[src/rtl/pad_mux_pkg.sv]
// Shared types and default parameters for the pad pin-mux controller.
package pad_mux_pkg;

  typedef enum logic {
    ACTIVE = 1'b0,
    DRAIN  = 1'b1
  } lane_state_e;

  localparam int DEF_NPAD        = 8;
  localparam int DEF_NFUNC       = 4;
  localparam int DEF_DEAD_CYC    = 4;
  localparam int DEF_SYNC_STAGES = 2;

  // Width of a per-pad function select field.
  function automatic int fw_of(input int nfunc);
    return (nfunc > 1) ? $clog2(nfunc) : 1;
  endfunction

endpackage

[src/rtl/pad_mux_lane.sv]
// One pad lane: owner-select FSM with break-before-make drain, output
// registers and input synchroniser.
module pad_mux_lane
  import pad_mux_pkg::*;
#(
  parameter int NFUNC       = DEF_NFUNC,
  parameter int DEAD_CYC    = DEF_DEAD_CYC,
  parameter int SYNC_STAGES = DEF_SYNC_STAGES,
  localparam int FW         = fw_of(NFUNC)
) (
  input  logic             clk_i,
  input  logic             rst_i,
  input  logic [FW-1:0]    cfg_sel_i,
  input  logic [NFUNC-1:0] fn_c2p_i,
  input  logic [NFUNC-1:0] fn_c2p_en_i,
  output logic [NFUNC-1:0] fn_p2c_o,
  output logic             pad_c2p_o,
  output logic             pad_c2p_en_o,
  input  logic             pad_p2c_i,
  output logic             busy_o
);

  localparam int            CW         = $clog2(DEAD_CYC + 1);
  localparam logic [CW-1:0] CNT_RELOAD = CW'(DEAD_CYC - 1);

  lane_state_e            state_q;
  logic [FW-1:0]          cur_sel_q;
  logic [FW-1:0]          tgt_sel_q;
  logic [CW-1:0]          cnt_q;
  logic                   c2p_q;
  logic                   c2p_en_q;
  logic [SYNC_STAGES-1:0] sync_q;

  // NOTE: non-blocking assignments so every lane register updates from the
  // values present before the edge, independent of statement order.
  always_ff @(posedge clk_i or posedge rst_i) begin
    if (rst_i) begin
      state_q   <= ACTIVE;
      cur_sel_q <= '0;
      tgt_sel_q <= '0;
      cnt_q     <= '0;
      c2p_q     <= 1'b0;
      c2p_en_q  <= 1'b0;
    end else begin
      unique case (state_q)
        ACTIVE: begin
          if (cfg_sel_i != cur_sel_q) begin
            tgt_sel_q <= cfg_sel_i;
            cnt_q     <= CNT_RELOAD;
            state_q   <= DRAIN;
            c2p_q     <= 1'b0;
            c2p_en_q  <= 1'b0;
          end else begin
            c2p_q    <= fn_c2p_i[cur_sel_q];
            c2p_en_q <= fn_c2p_en_i[cur_sel_q];
          end
        end
        DRAIN: begin
          c2p_q    <= 1'b0;
          c2p_en_q <= 1'b0;
          // A new request, even back to the current owner, restarts the drain.
          if (cfg_sel_i != tgt_sel_q) begin
            tgt_sel_q <= cfg_sel_i;
            cnt_q     <= CNT_RELOAD;
          end else if (cnt_q == '0) begin
            cur_sel_q <= tgt_sel_q;
            state_q   <= ACTIVE;
          end else begin
            cnt_q <= cnt_q - 1'b1;
          end
        end
        default: state_q <= ACTIVE;
      endcase
    end
  end

  // NOTE: synchroniser flops are reset so fn_p2c_o is a known 0 out of reset.
  always_ff @(posedge clk_i or posedge rst_i) begin
    if (rst_i) begin
      sync_q <= '0;
    end else begin
      sync_q <= {sync_q[SYNC_STAGES-2:0], pad_p2c_i};
    end
  end

  always_comb begin
    fn_p2c_o            = '0;
    fn_p2c_o[cur_sel_q] = sync_q[SYNC_STAGES-1];
  end

  assign pad_c2p_o    = c2p_q;
  assign pad_c2p_en_o = c2p_en_q;
  assign busy_o       = (state_q == DRAIN);

endmodule

[src/rtl/pad_mux_ctrl.sv]
// Pin-mux controller: NPAD independent lanes sharing pads between NFUNC
// functions; slices the function-major flattened buses per pad.
module pad_mux_ctrl
  import pad_mux_pkg::*;
#(
  parameter int NPAD        = DEF_NPAD,
  parameter int NFUNC       = DEF_NFUNC,
  parameter int DEAD_CYC    = DEF_DEAD_CYC,
  parameter int SYNC_STAGES = DEF_SYNC_STAGES,
  localparam int FW         = fw_of(NFUNC)
) (
  input  logic                  clk_i,
  input  logic                  rst_i,
  input  logic [NPAD*FW-1:0]    cfg_sel_i,
  input  logic [NFUNC*NPAD-1:0] fn_c2p_i,
  input  logic [NFUNC*NPAD-1:0] fn_c2p_en_i,
  output logic [NFUNC*NPAD-1:0] fn_p2c_o,
  output logic [NPAD-1:0]       pad_c2p_o,
  output logic [NPAD-1:0]       pad_c2p_en_o,
  input  logic [NPAD-1:0]       pad_p2c_i,
  output logic [NPAD-1:0]       busy_o
);

  for (genvar p = 0; p < NPAD; p++) begin : g_lane
    logic [NFUNC-1:0] lane_c2p;
    logic [NFUNC-1:0] lane_c2p_en;
    logic [NFUNC-1:0] lane_p2c;

    // Function-major bus: bit f*NPAD+p belongs to function f on pad p.
    for (genvar f = 0; f < NFUNC; f++) begin : g_fn
      assign lane_c2p[f]            = fn_c2p_i[f*NPAD+p];
      assign lane_c2p_en[f]         = fn_c2p_en_i[f*NPAD+p];
      assign fn_p2c_o[f*NPAD+p]     = lane_p2c[f];
    end

    pad_mux_lane #(
      .NFUNC       (NFUNC),
      .DEAD_CYC    (DEAD_CYC),
      .SYNC_STAGES (SYNC_STAGES)
    ) u_lane (
      .clk_i        (clk_i),
      .rst_i        (rst_i),
      .cfg_sel_i    (cfg_sel_i[p*FW +: FW]),
      .fn_c2p_i     (lane_c2p),
      .fn_c2p_en_i  (lane_c2p_en),
      .fn_p2c_o     (lane_p2c),
      .pad_c2p_o    (pad_c2p_o[p]),
      .pad_c2p_en_o (pad_c2p_en_o[p]),
      .pad_p2c_i    (pad_p2c_i[p]),
      .busy_o       (busy_o[p])
    );
  end

endmodule

[config.mk]
export PLATFORM = sky130hd
export DESIGN_NAME = pad_mux_ctrl
export DESIGN_NICKNAME = d
export VERILOG_FILES = /design/src/rtl/pad_mux_pkg.sv /design/src/rtl/pad_mux_lane.sv /design/src/rtl/pad_mux_ctrl.sv
export SDC_FILE = /design/constraint.sdc
export NUM_CORES = 1
export LEC_CHECK = 0
export BUFFER_PORTS_ARGS = -buffer_cell sky130_fd_sc_hd__buf_2
export CORE_ASPECT_RATIO = 0.9
export CORE_UTILIZATION = 41
export CTS_BUF_LIST = sky130_fd_sc_hd__clkbuf_2
export DETAILED_ROUTE_END_ITERATION = 7
export PLACE_DENSITY = 0.63
export SLEW_MARGIN = 15
export SYNTH_ARGS = -nofsm -noshare
export SYNTH_HDL_FRONTEND = slang
export SYNTH_SLANG_ARGS = --single-unit
[constraint.sdc]
create_clock -name clk_i -period 5.45 [get_ports clk_i]
set_input_delay 1.09 -clock clk_i [delete_from_list [all_inputs] [get_ports clk_i]]
set_output_delay 1.09 -clock clk_i [all_outputs]
set_load 0.03 [all_outputs]
==> results of run 1 <==
cell usage in the layout (no fill, tap or decap), types with 9 or more instances in the layout:
cell type,n
sky130_fd_sc_hd__and2_1,16
sky130_fd_sc_hd__clkbuf_2,9
sky130_fd_sc_hd__buf_2,145
sky130_fd_sc_hd__nand2_1,24
sky130_fd_sc_hd__mux2_4,18
sky130_fd_sc_hd__nor4b_1,16
sky130_fd_sc_hd__inv_1,28
sky130_fd_sc_hd__nor2_1,16
sky130_fd_sc_hd__dfrtp_1,96
sky130_fd_sc_hd__ha_1,16
sky130_fd_sc_hd__xor2_2,16
sky130_fd_sc_hd__o31ai_1,16
sky130_fd_sc_hd__nor3_4,16
sky130_fd_sc_hd__xor2_1,16
sky130_fd_sc_hd__mux2_2,10
sky130_fd_sc_hd__nor4_1,16
sky130_fd_sc_hd__mux4_2,11
sky130_fd_sc_hd__nand2b_1,16
worst reg2reg max path, stage by stage, from the launching register on:
cell                       delay, ns
sky130_fd_sc_hd__dfrtp_1        0.43
sky130_fd_sc_hd__inv_1          0.06
sky130_fd_sc_hd__ha_1           0.19
sky130_fd_sc_hd__ha_1           0.24
sky130_fd_sc_hd__nand2b_1       0.19
sky130_fd_sc_hd__nor4b_1        0.36
sky130_fd_sc_hd__a211oi_1       0.11
metrics by stage:
step / setup WS (ns) / total power, µW / instance area [µm²]
after detailed placement: 3.15 / 1600 / 6140
after global routing: 2.61 / 2060 / 6260
after floorplan: 1.85 / 1490 / 5510
after global placement: 3.18 / 1580 / 6140
after CTS: 2.68 / 1960 / 6260
final: 2.78 / 1930 / 6260
final timing paths:
path,start,end,depth (start not counted)
setup / recovery,g_lane[2].u_lane.cur_sel_q[0],fn_p2c_o[2],2
min in group asynchronous,rst_i,g_lane[1].u_lane.cnt_q[1],2
hold reg to reg,g_lane[4].u_lane.sync_q[0],g_lane[4].u_lane.sync_q[1],0
max in group asynchronous,rst_i,g_lane[2].u_lane.cnt_q[1],3
setup reg to reg,g_lane[5].u_lane.cnt_q[0],g_lane[5].u_lane.cnt_q[1],6
hold / removal,g_lane[4].u_lane.sync_q[0],g_lane[4].u_lane.sync_q[1],0
sequential cells by signal, indices dropped and copies added (netlist names):
name,count
g_lane.u_lane.cnt_q,24
g_lane.u_lane.cur_sel_q,16
g_lane.u_lane.sync_q,16
g_lane.u_lane.tgt_sel_q,16
g_lane.u_lane.busy_o,8
g_lane.u_lane.pad_c2p_en_o,8
g_lane.u_lane.pad_c2p_o,8
layout make-up:
class / count / share of cell area (%)
Multi-Input combinational cell: 272 / 43.0
Inverter: 29 / 1.78
Clock inverter: 7 / 1.14
Clock buffer: 9 / 0.720
Sequential cell: 96 / 38.4
Timing Repair Buffer: 146 / 11.7
Tap cell: 164 / 3.28
where the power goes:
| group | internal [µW] | leakage [µW] | switching, µW |
|---|---|---|---|
| sequential | 810 | 0.00115 | 150 |
| combinational | 301 | 0.00191 | 319 |
| clock | 106 | 0.0000676 | 238 |
| total | 1220 | 0.00313 | 708 |
logic make-up after synthesis:
| family | Yosys count | synth area share (%) |
|---|---|---|
| fa+ha+maj | 16 | 3.63 |
| xor+xnor | 32 | 7.27 |
| mux | 48 | 14.6 |
| compound gates | 32 | 4.54 |
| flops | 96 | 43.6 |
| simple gates | 144 | 18.7 |
| buf+inv | 69 | 7.61 |
layer usage:
metal	wire length (µm)	GRT usage, %	part of all wire, %
met1	4570	18.9	46
met2	4740	25.2	48
met3	562	4.57	5.6
met4	98	3.86	0.98
met5	0	0	0
==> metrics.sh, run 1 <==
TRITONCTS='yes'
CP.ARRIVAL_NS=1.58
CTS.HOLD.BUFFERS_ADDED=0
CTS_RESIZED=0
CORE_AREA_UM2=12900
YS_SEQ_AREA_SHARE_PCT=43.6
TOTAL_AREA_OF_SEQUENTIAL_CELLS_UM2=2400
TIMING.CRITICAL_PATH.FANOUT_MAX=8
GRT_PASS1_VIAS=3564
SYN_AVG_CELL_AREA_UM2=12.6
CLOCKROOTBUFFER='sky130_fd_sc_hd__clkbuf_2'
YS_DOMINANT_REG_CELL='sky130_fd_sc_hd__dfrtp_1'
GRT_ANTENNA_BEFORE_REPAIR=0
LEAKAGE_uW=0.00313
SYNTH_SEQ_CELLS=96
GLOBALROUTEOVERFLOWTOTAL=0
SYNTH_LARGEST_AREA_CELL='sky130_fd_sc_hd__dfrtp_1'
RSZ0062_AT_GRT='false'
FINALHOLDVIOLCOUNT=0
FLOORPLAN_DIE_WIDTH_UM=124
STARTING_DENSITY_PCT=42.8
MAX_CAP_VIOL_COUNT=0
GRT_MAX_DEGREE=60
WORSTSETUPSTARTPOINTTYPE='flip-flop'
ROW_COUNT=39
SHARE_OF_YOSYS_CELL_AREA_CLAIMED_BY_THE_TOP_AREA_CELL_TYPE_PCT=43.6
TIMING.SETUP.TNS_NS=0
R2R_SLACK_NS=3.76
WL_PER_CELL_UM=13.8
FIN_CELLS=723
MAX_FREQ_MHz=375
IOS=146
SYNTH.AREA.TOP_CELLS='sky130_fd_sc_hd__dfrtp_1 (44%), sky130_fd_sc_hd__mux2_4 (4.9%), sky130_fd_sc_hd__nor3_4 (4.7%), sky130_fd_sc_hd__xor2_2 (4.7%), sky130_fd_sc_hd__mux4_2 (4.5%)'
NFILLCELLS=1174
VIA_COUNT=3617
AREA_OF_THE_MULTI_INPUT_GATES_UM2=2690
CRITICAL-PATH-TOP-DELAY-FAMILY='flip-flops'
GP_ROUTABILITY_CONGESTION=0.739
DIE_HEIGHT_UM=112
WORSTSETUPPATHTYPE='flip-flop to output pin'
FINAL.PERIOD_UTILIZATION_PCT=49.0
IRDROPWORSTVDD_uV=130
PLACEMENT.IO_BUFFERS=145
SYNTH.DISTINCT_CELLS=26
SYNTH.MOST_COMMON_CELL='sky130_fd_sc_hd__dfrtp_1'
DRT_FIRST_ITER_VIOLATIONS=144
REMAINING_DRC_ERRORS=0
CP_NUM_BUF_INV=1
CLOCK_SKEW_NS=0.0238
CTS_POST_SETUP_BUFFERS_INSERTED=0
SYNTH_ENABLE_FLOP_CELLS=0
DIE_AREA_UM2=13900
NETLIST_TOP_CELLS_COUNT='sky130_fd_sc_hd__dfrtp_1 (96), sky130_fd_sc_hd__inv_1 (29), sky130_fd_sc_hd__buf_4 (24), sky130_fd_sc_hd__nand2_1 (24), sky130_fd_sc_hd__mux2_4 (18)'
MAX_SLEW_MARGIN_PCT=52.6
ENDPOINT_TYPE_OF_THE_WORST_SETUP_PATH='output pin'
DRT_PRE_ANTENNA_ITERS=6
PLACE.DETAILED.INSTANCES=707
YS_WARN_COUNT=0
GRT_PASS1_WL_MM=17.0
DRIVE_ABOVE_1_SHARE_PCT=41.5
DESIGN.FINAL.NETS=660
CRITICAL-PATH-SLOWEST-CELL='sky130_fd_sc_hd__dfrtp_1'
CTS_MAX_PATH_BUFFERS=2
P_PER_AREA_nW_PER_UM2=308
POSTSYNTHNETCOUNT=543
CP_CELL_SEQUENCE='nor3b_1 -> buf_2'
MAPPEDNETLISTAREA_UM2=5510
WORST_SETUP_HOLD_PATH_CLK_SLEW_NS=0.26
GRT_UTIL_ALL_LAYERS_PCT=15.0
RESULT_OF_THE_RUN='finished clean'
FINAL_ANTENNA_NET_COUNT=0
TRANSITION_TIME_AT_THE_PIN_WITH_THE_LEAST_SLEW_MARGIN_NS=0.711
FINALCOREUTILIZATION_PCT=48.6
FINAL-MAX-SLEW-VIOLATION-COUNT=0
AREA_GROWTH_SYN_TO_LAYOUT_PCT=13.6
HTREEDEPTH=3
CLOCK_LATENCY_OF_THE_LATER_CLOCKED_REGISTER_IN_THE_WORST_SKEW_PAIR_NS=0.53
SYNTHCELLS=437
SHARE_OF_ASYNC_SETTABLE_OR_ASYNC_RESETTABLE_FLOPS_AFTER_SYNTHESIS_PCT=100
CTS_SINKS=96
CTS_MADE_BUFFERS=9
SETUP_VIOL=0
LAYOUT_MIN_CYCLE_TIME_NS=2.67
HP-CLASS='flip-flop to flip-flop'
CRITICAL-PATH-MAX-STAGE-DELAY_NS=0.56
DRT-TOTAL-WL_MM=9.96
DETAIL_ROUTE.VIAS_PER_CELL=5.00
CRITPATHREQUIREDTIME_NS=4.36
INSERTEDDIODECOUNT=0
PLACE.DETAILED.HPWL_MM=7.57
HOLD-WORST-SLACK_NS=0.373
Note: power is estimated with default switching activity, not from simulation.
==> run 2: changes to the inputs <==
Settings changed: ABC_AREA set to 1, PLACE_DENSITY 0.63 to 0.65.
Clock period 5.45 ns to 2.2 ns, I/O delays scaled along.
==> run 2 against run 1 <==
Effect of this change: routed wire length rose by 9.5%; setup slack worse by 2.7 ns; hold slack got worse by 0.28 ns; sequential share of layout area is 0.54 points lower; cell area grew 2.3%.
==> metrics.sh, run 2 <==
RESULT_OF_THE_RUN='finished clean'
LEAKAGE_uW=0.00335  # +7.0%
TIMING.CRITICAL_PATH.FANOUT_MAX=4  # -4
POSTSYNTHNETCOUNT=730  # +34%
GRT_MAX_DEGREE=97  # +62%
GRTUSAGEMET3_PCT=5.73  # +1.2 points
IOS=146  # unchanged
AREA_GROWTH_SYN_TO_LAYOUT_PCT=19.1
YS_SEQ_AREA_SHARE_PCT=44.7  # +1.1 points
DIE_HEIGHT_UM=111  # -1.2%
PLACEMENT.IO_BUFFERS=145  # unchanged
GR_BUSIEST_METAL='met2'
SYNTH_ADDER_AREA_SHARE_PCT=3.72  # +0.091 points
CRITICAL-PATH-SLOWEST-CELL='sky130_fd_sc_hd__dfrtp_2'
WORSTSETUPPATHTYPE='flip-flop to output pin'
RSZ0062_AT_GRT='true'
SYNTH.DISTINCT_CELLS=28  # +7.7%
FINAL_AREA_UM2=6400  # +2.3%
CP_CELL_SEQUENCE='buf_4 -> nor3_1 -> buf_4'
PLACE.DETAILED.HPWL_MM=8.03  # +6.1%
TRANSITION_TIME_AT_THE_PIN_WITH_THE_LEAST_SLEW_MARGIN_NS=0.516  # -0.194 ns
POST_SYNTHESIS_SHARE_OF_CELL_AREA_SPENT_ON_XOR_AND_XNOR_GATES_PCT=4.28  # -3.0 points
LAYOUT_MIN_CYCLE_TIME_NS=2.07
CRITICAL-PATH-MAX-STAGE-DELAY_NS=0.48  # -0.08 ns
YS_DOMINANT_REG_CELL='sky130_fd_sc_hd__dfrtp_1'
MAX_SLEW_MARGIN_PCT=65.6  # +13 points
CTS_MAX_PATH_BUFFERS=2  # unchanged
GRT_UTIL_ALL_LAYERS_PCT=16.7  # +1.7 points
SYNTH-SIMPLE-AREA-SHARE_PCT=30.1  # +11 points
GRT_ANTENNA_BEFORE_REPAIR=0  # unchanged
CORE_AREA_UM2=12700  # -1.1%
SYNTH.MOST_COMMON_CELL='sky130_fd_sc_hd__nand2_1'
WORST_SETUP_MARGIN_NS=0.130  # -2.65 ns
SYNTH_ENABLE_FLOP_CELLS=0  # unchanged
FINAL-MAX-SLEW-VIOLATION-COUNT=0  # unchanged
SYNTH.AREA.TOP_CELLS='sky130_fd_sc_hd__dfrtp_1 (45%), sky130_fd_sc_hd__nand2_1 (12%), sky130_fd_sc_hd__nand3_1 (6.4%), sky130_fd_sc_hd__inv_1 (5.1%), sky130_fd_sc_hd__ha_1 (3.7%)'
GP_ROUTABILITY_CONGESTION=0.818  # +11%
CRITPATHREQUIREDTIME_NS=1.76  # -2.60 ns
DRT-TOTAL-WL_MM=10.9  # +9.5%
SHARE_OF_ASYNC_SETTABLE_OR_ASYNC_RESETTABLE_FLOPS_AFTER_SYNTHESIS_PCT=100  # unchanged
WORST_SETUP_HOLD_PATH_CLK_SLEW_NS=0.25  # about the same
YS_WARN_COUNT=0  # unchanged
WORST_HOLD_PATH.NUM_CELLS=3  # +3
GR-USAGE-MET2_PCT=29.0  # +3.8 points
SYNTH_LARGEST_AREA_CELL='sky130_fd_sc_hd__dfrtp_1'
STARTING_DENSITY_PCT=42.2  # -0.57 points
TOP_REGISTER='g_lane.u_lane.cnt_q'
FINALHOLDVIOLCOUNT=0  # unchanged
HOLD_END='g_lane[5].u_lane.pad_c2p_o'
HP-CLASS='input port to flip-flop'
MAPPEDNETLISTAREA_UM2=5380  # -2.5%
NFILLCELLS=1193  # +1.6%
DETAILEDPLACE.WORSTSLACK_NS=0.671  # -2.48 ns
SYNTH_SEQ_CELLS=96  # unchanged
P_PER_AREA_nW_PER_UM2=725  # +140%
R2R_SLACK_NS=0.79  # -2.97 ns
DETAILED_PLACE.AREA_UM2=6030  # -1.8%
WORSTSETUPSTARTPOINTTYPE='flip-flop'
REGTOREGSTARTPOINT='g_lane[1].u_lane.cur_sel_q[0]'
WL_PER_CELL_UM=11.7  # -15%
FLOORPLAN_DIE_WIDTH_UM=123  # -1.2%
CLOCK_LATENCY_OF_THE_LATER_CLOCKED_REGISTER_IN_THE_WORST_SKEW_PAIR_NS=0.59  # +0.06 ns
INSERTEDDIODECOUNT=0  # unchanged
MAX_FREQ_MHz=483
SYNTHCELLS=624  # +43%
LARGEST_FAMILY_OF_LOGIC_CELLS_BY_SYNTHESIZED_AREA='simple AND/OR/NAND/NOR gates'
CTS_SINKS=96  # unchanged
FINALCOREUTILIZATION_PCT=50.3  # +1.7 points
RR_WORST_DEPTH=4  # -2
CRITICAL-PATH-TOP-DELAY-FAMILY='flip-flops'
DRIVE_ABOVE_1_SHARE_PCT=33.0  # -8.5 points
MAX_CAP_VIOL_COUNT=0  # unchanged
LEADING_CELL_TYPES_IN_THE_LAYOUT_FILL_AND_TAPS_EXCLUDED='sky130_fd_sc_hd__nand2_1 (165), sky130_fd_sc_hd__buf_2 (138), sky130_fd_sc_hd__dfrtp_1 (80)'
DRT_FIRST_ITER_VIOLATIONS=129  # -10%
SYNTH.MUX.AREA_FRACTION_PCT=0  # -15 points
CTS_MADE_BUFFERS=9  # unchanged
IRDROPWORSTVDD_uV=580  # +350%
GRT_PASS1_VIAS=4225  # +19%
SYN_AVG_CELL_AREA_UM2=8.61  # -32%
TRITONCTS='yes'
CP_COMMON_CELL='sky130_fd_sc_hd__buf_4'
ENDPOINT_TYPE_OF_THE_WORST_SETUP_PATH='output pin'
DIE_AREA_UM2=13600  # -2.4%
LAYOUT.CELLS.MOST_COMMON='sky130_fd_sc_hd__nand2_1'
GRT_PASS1_WL_MM=18.2  # +7.6%
CP.ARRIVAL_NS=1.63  # +0.05 ns
HTREEDEPTH=3  # unchanged
FINAL.PERIOD_UTILIZATION_PCT=94.1
GLOBAL_ROUTE_MET1_USAGE_PCT=19.2  # +0.29 points
GLOBALROUTEOVERFLOWTOTAL=0  # unchanged
START_POINT_OF_THE_WORST_HOLD_PATH='fn_c2p_i[5]'
DESIGN.FINAL.NETS=867  # +31%
CP_NUM_BUF_INV=2  # +1
CLOCKROOTBUFFER='sky130_fd_sc_hd__clkbuf_2'
FINAL_ANTENNA_NET_COUNT=0  # unchanged
NETLIST_TOP_CELLS_COUNT='sky130_fd_sc_hd__nand2_1 (165), sky130_fd_sc_hd__dfrtp_1 (96), sky130_fd_sc_hd__inv_1 (73)'
DETAIL_ROUTE.VIAS_PER_CELL=4.76  # -4.9%
SHARE_OF_YOSYS_CELL_AREA_CLAIMED_BY_THE_TOP_AREA_CELL_TYPE_PCT=44.7  # +1.1 points
LARGEST_REGISTER_FF_COUNT=24  # unchanged
SETUP_VIOL=0  # unchanged
ROW_COUNT=39  # unchanged
DRT_PRE_ANTENNA_ITERS=4  # -2
SYNTH_COMPOUND_GATE_AREA_SHARE_PCT=5.52  # +0.98 points
REMAINING_DRC_ERRORS=0  # unchanged
RR_ENDPOINT='g_lane[1].u_lane.pad_c2p_en_o'
CLOCK_SKEW_NS=0.0241  # +0.000292 ns
VIA_COUNT=4426  # +22%
[run 2: metal layers]
metal  part of all wire, %  up-vias
met4                   1.0        0
met3                   6.0       12
met2                    49      112
li1                      -     2265
met1                    44     2037
met5                     0        -
[run 2: area by class of cell]
| class | count | area (µm²) | area share [%] |
|---|---|---|---|
| Sequential cell | 96 | 2420 | 37.8 |
| Clock inverter | 6 | 108 | 1.68 |
| Tap cell | 164 | 205 | 3.21 |
| Inverter | 81 | 335 | 5.24 |
| Multi-Input combinational cell | 408 | 2350 | 36.7 |
| Clock buffer | 10 | 50.0 | 0.782 |
| Timing Repair Buffer | 165 | 931 | 14.5 |
[run 2: kinds of logic (layout without fill, tap and decap cells)]
group,Yosys count,count (layout)
flip-flops,96,96
AND/OR/NAND/NOR,323,323
AO/OA/AOI/OAI,53,53
XOR/XNOR,16,16
adder cells (fa/ha/maj),16,16
buffers and inverters,120,262
[run 2: how the worst max path moves through the flow]
stage / depth (start not counted) / start / slack, ns / endpoint
floorplan: 3 / g_lane[5].u_lane.cur_sel_q[0] / 0.47 / fn_p2c_o[13]
global placement: 3 / g_lane[5].u_lane.cur_sel_q[0] / 0.71 / fn_p2c_o[13]
detailed placement: 3 / g_lane[5].u_lane.cur_sel_q[0] / 0.67 / fn_p2c_o[29]
CTS: 3 / g_lane[1].u_lane.cur_sel_q[0] / 0.001 / fn_p2c_o[9]
global route: 3 / g_lane[5].u_lane.cur_sel_q[0] / -0.07 / fn_p2c_o[29]
finish: 3 / g_lane[7].u_lane.cur_sel_q[1] / 0.13 / fn_p2c_o[7]
[run 2: worst reg2reg max path, stage by stage, from the launching register on]
cell and delay [ns]:
sky130_fd_sc_hd__dfrtp_2 0.51, sky130_fd_sc_hd__buf_4 0.15, sky130_fd_sc_hd__a21oi_1 0.18, sky130_fd_sc_hd__nand3_2 0.21, sky130_fd_sc_hd__a31oi_1 0.30
[run 2: through the flow]
stage / hold slack, ns / setup TNS, ns / cells / power, µW
after global placement: 0.336 / 0 / 895 / 3420
after floorplan: 0.331 / 0 / 624 / 3240
after CTS: 0.00899 / 0 / 920 / 4600
after global routing: 0.00183 / -0.118 / 930 / 4960
final: 0.0904 / 0 / 930 / 4640
after detailed placement: 0.337 / 0 / 895 / 3480
[run 2: timing repair]
| action | 4_1_cts | 5_1_grt |
|---|---|---|
| hold buffers | 9 | 1 |
| pin swaps | 0 | 0 |
| endpoints found under the hold margin | 104 | 1 |
| gates cloned | 0 | 0 |
| setup buffers | 0 | 9 |
| gates resized for setup | 4 | 21 |
| endpoints found under the setup margin | 7 | 24 |
[run 2: power by group]
group	switching (µW)	leakage, µW	internal, µW
Combinational	850	0.00213	554
Clock	574	0.0000919	490
Sequential	230	0.00112	1940
==> run 3: changes to the inputs <==
Settings changed: SETUP_SLACK_MARGIN set to 0.5.
==> run 3 against run 2 <==
Effect of this change: combinational power increased by 43%; cell count rose by 5.4%; largest cell class is now multi-input combinational cells; first-iteration DRC count grew 110%; sequential power is essentially flat; setup slack gained 0.088 ns; sequential share of layout area decreased by 4.2 points; critical path type unchanged; power is 5.8% higher; routed wire length grew 17%.
==> metrics.sh, run 3 (synthesis results as in run 2) <==
FLOORPLAN_DIE_WIDTH_UM=123  # unchanged
LEADING_CELL_TYPES_IN_THE_LAYOUT_FILL_AND_TAPS_EXCLUDED='sky130_fd_sc_hd__nand2_1 (165), sky130_fd_sc_hd__buf_2 (91), sky130_fd_sc_hd__dfrtp_1 (79)'
P_PER_AREA_nW_PER_UM2=682  # -5.9%
IOS=146  # unchanged
DESIGN.FINAL.NETS=917  # +5.8%
MAX_FREQ_MHz=504  # +4.4%
DETAIL_ROUTE.VIAS_PER_CELL=4.90  # +3.0%
FINAL.PERIOD_UTILIZATION_PCT=90.1  # -4.0 points
CTS_MADE_BUFFERS=9  # unchanged
MAX_CAP_VIOL_COUNT=0  # unchanged
START_POINT_OF_THE_WORST_HOLD_PATH='fn_c2p_i[13]'
STARTING_DENSITY_PCT=42.2  # unchanged
CRITICAL-PATH-SLOWEST-CELL='sky130_fd_sc_hd__dfrtp_2'
GLOBALROUTEOVERFLOWTOTAL=0  # unchanged
CRITPATHREQUIREDTIME_NS=1.76  # about the same
FINAL_ANTENNA_NET_COUNT=0  # unchanged
IRDROPWORSTVDD_uV=405  # -30%
CP_CELL_SEQUENCE='nor3_1 -> buf_4'
CTS_MAX_PATH_BUFFERS=2  # unchanged
MAX_SLEW_MARGIN_PCT=64.7  # -0.90 points
FINAL_AREA_UM2=7190  # +12%
DIE_AREA_UM2=13600  # unchanged
TIMING.SETUP.TNS_NS=0  # unchanged
DRIVE_ABOVE_1_SHARE_PCT=42.5  # +9.4 points
DETAILED_PLACE.AREA_UM2=6050  # +0.33%
WORST_SETUP_MARGIN_NS=0.218  # +0.0879 ns
FINAL-MAX-SLEW-VIOLATION-COUNT=0  # unchanged
LAYOUT.CELLS.MOST_COMMON='sky130_fd_sc_hd__nand2_1'
R2R_SLACK_NS=0.67  # -0.12 ns
ROW_COUNT=39  # unchanged
RESULT_OF_THE_RUN='finished clean'
WORSTSETUPPATHTYPE='flip-flop to output pin'
CRITICAL-PATH-MAX-STAGE-DELAY_NS=0.52  # +0.04 ns
CLOCKROOTBUFFER='sky130_fd_sc_hd__clkbuf_2'
AREA_GROWTH_SYN_TO_LAYOUT_PCT=33.8
GRT_MAX_DEGREE=97  # unchanged
REMAINING_DRC_ERRORS=0  # unchanged
RR_ENDPOINT='g_lane[3].u_lane.cnt_q[0]'
WORST_SETUP_HOLD_PATH_CLK_SLEW_NS=0.25  # about the same
DRT_PRE_ANTENNA_ITERS=4  # unchanged
PLACEMENT.IO_BUFFERS=145  # unchanged
GRT_UTIL_ALL_LAYERS_PCT=19.4  # +2.7 points
DRT_FIRST_ITER_VIOLATIONS=272  # +110%
RR_WORST_DEPTH=7  # +3
CORE_AREA_UM2=12700  # unchanged
CLOCK_SKEW_NS=0.0173  # -0.00681 ns
GRT_ANTENNA_BEFORE_REPAIR=2  # +2
PLACE.DETAILED.HPWL_MM=8.37  # +4.2%
HTREEDEPTH=3  # unchanged
DIE_HEIGHT_UM=111  # unchanged
WORST_SETUP_PATH_STARTPOINT='g_lane[3].u_lane.cur_sel_q[0]'
FINALCOREUTILIZATION_PCT=56.5  # +6.2 points
WL_PER_CELL_UM=13.1  # +11%
TRITONCTS='yes'
FINALHOLDVIOLCOUNT=0  # unchanged
SETUP_VIOL=0  # unchanged
TIMING.CRITICAL_PATH.FANOUT_MAX=5  # +1
CLOCK_LATENCY_OF_THE_LATER_CLOCKED_REGISTER_IN_THE_WORST_SKEW_PAIR_NS=0.60  # about the same
RSZ0062_AT_GRT='true'
TOP_REGISTER='g_lane.u_lane.cnt_q'
DETAILEDPLACE.WORSTSLACK_NS=0.671  # -0.00000900 ns
GP_ROUTABILITY_CONGESTION=0.942  # +15%
LEAKAGE_uW=0.00367  # +9.5%
CP.ARRIVAL_NS=1.54  # -0.09 ns
CTS_SINKS=96  # unchanged
TRANSITION_TIME_AT_THE_PIN_WITH_THE_LEAST_SLEW_MARGIN_NS=0.530  # +0.0135 ns
VIA_COUNT=4806  # +8.6%
ENDPOINT='fn_p2c_o[3]'
WORSTSETUPSTARTPOINTTYPE='flip-flop'
GRT_PASS1_VIAS=4608  # +9.1%
LARGEST_REGISTER_FF_COUNT=24  # unchanged
DRT-TOTAL-WL_MM=12.8  # +17%
HP-CLASS='input port to flip-flop'
REGTOREGSTARTPOINT='g_lane[3].u_lane.cur_sel_q[0]'
ENDPOINT_TYPE_OF_THE_WORST_SETUP_PATH='output pin'
GRT_PASS1_WL_MM=20.8  # +14%
LAYOUT_MIN_CYCLE_TIME_NS=1.98  # -0.0879 ns
==> run 3: worst max-delay path: cells and delay by family, from the launching register on <==
kind	cells	cell delay [ns]
buf+inv	1	0.20
flops	1	0.52
simple gates	1	0.23
==> run 3: final cells by class <==
| class | count | area, µm² |
|---|---|---|
| multi-input cells | 408 | 2570 |
| flip-flops and latches | 96 | 2420 |
| inverters | 81 | 363 |
| clock inverters | 4 | 22.5 |
| well taps | 164 | 205 |
| repair buffers | 215 | 1550 |
| diodes | 1 | 2.50 |
| clock buffers | 11 | 55.1 |
| fillers | 1118 | 5540 |
==> run 3: worst min path at each step <==
stage / to / slack, ns / cells after the start
3_3_place_gp: g_lane[3].u_lane.sync_q[1] / 0.33 / 0
4_1_cts: g_lane[5].u_lane.pad_c2p_o / 0.0005 / 3
3_5_place_dp: g_lane[3].u_lane.sync_q[1] / 0.34 / 0
5_1_grt: g_lane[7].u_lane.pad_c2p_o / 0.004 / 3
2_1_floorplan: g_lane[0].u_lane.sync_q[1] / 0.33 / 0
6_report: g_lane[5].u_lane.pad_c2p_o / 0.08 / 3
==> run 3: metal layers <==
metal  part of all wire, %  up-vias  global-route usage (%)  routed length, µm
li1                      -     2361                       -                  -
met1                    41     2264                    23.0               5200
met2                    51      147                    32.5               6510
met3                   5.5       32                    5.79                706
met4                   3.0        2                    7.32                385
met5                  0.10        -                       0                 13
==> run 3: timing repair <==
action | CTS | global route
resized for setup | 115 | 68
endpoints found under the hold margin | 104 | 2
buffers inserted | 47 | 11
setup endpoints to repair | 44 | 54
cloned | 0 | 0
hold buffers | 9 | 2
pin swaps | 22 | 14
==> run 3: where the power goes <==
part	total (µW)	switching [µW]	leakage (µW)	internal, µW
registers	2190	250	0.00112	1940
logic	2000	1090	0.00249	909
clock network	715	571	0.0000491	144
==> run 3: metrics by stage <==
step | total power (µW) | hold WS (ns) | std cells
2_1_floorplan | 3250 | 0.331 | 624
3_3_place_gp | 3440 | 0.331 | 895
3_5_place_dp | 3500 | 0.338 | 895
4_1_cts | 4740 | 0.000491 | 966
5_1_grt | 5230 | 0.00383 | 980
6_report | 4910 | 0.0778 | 980
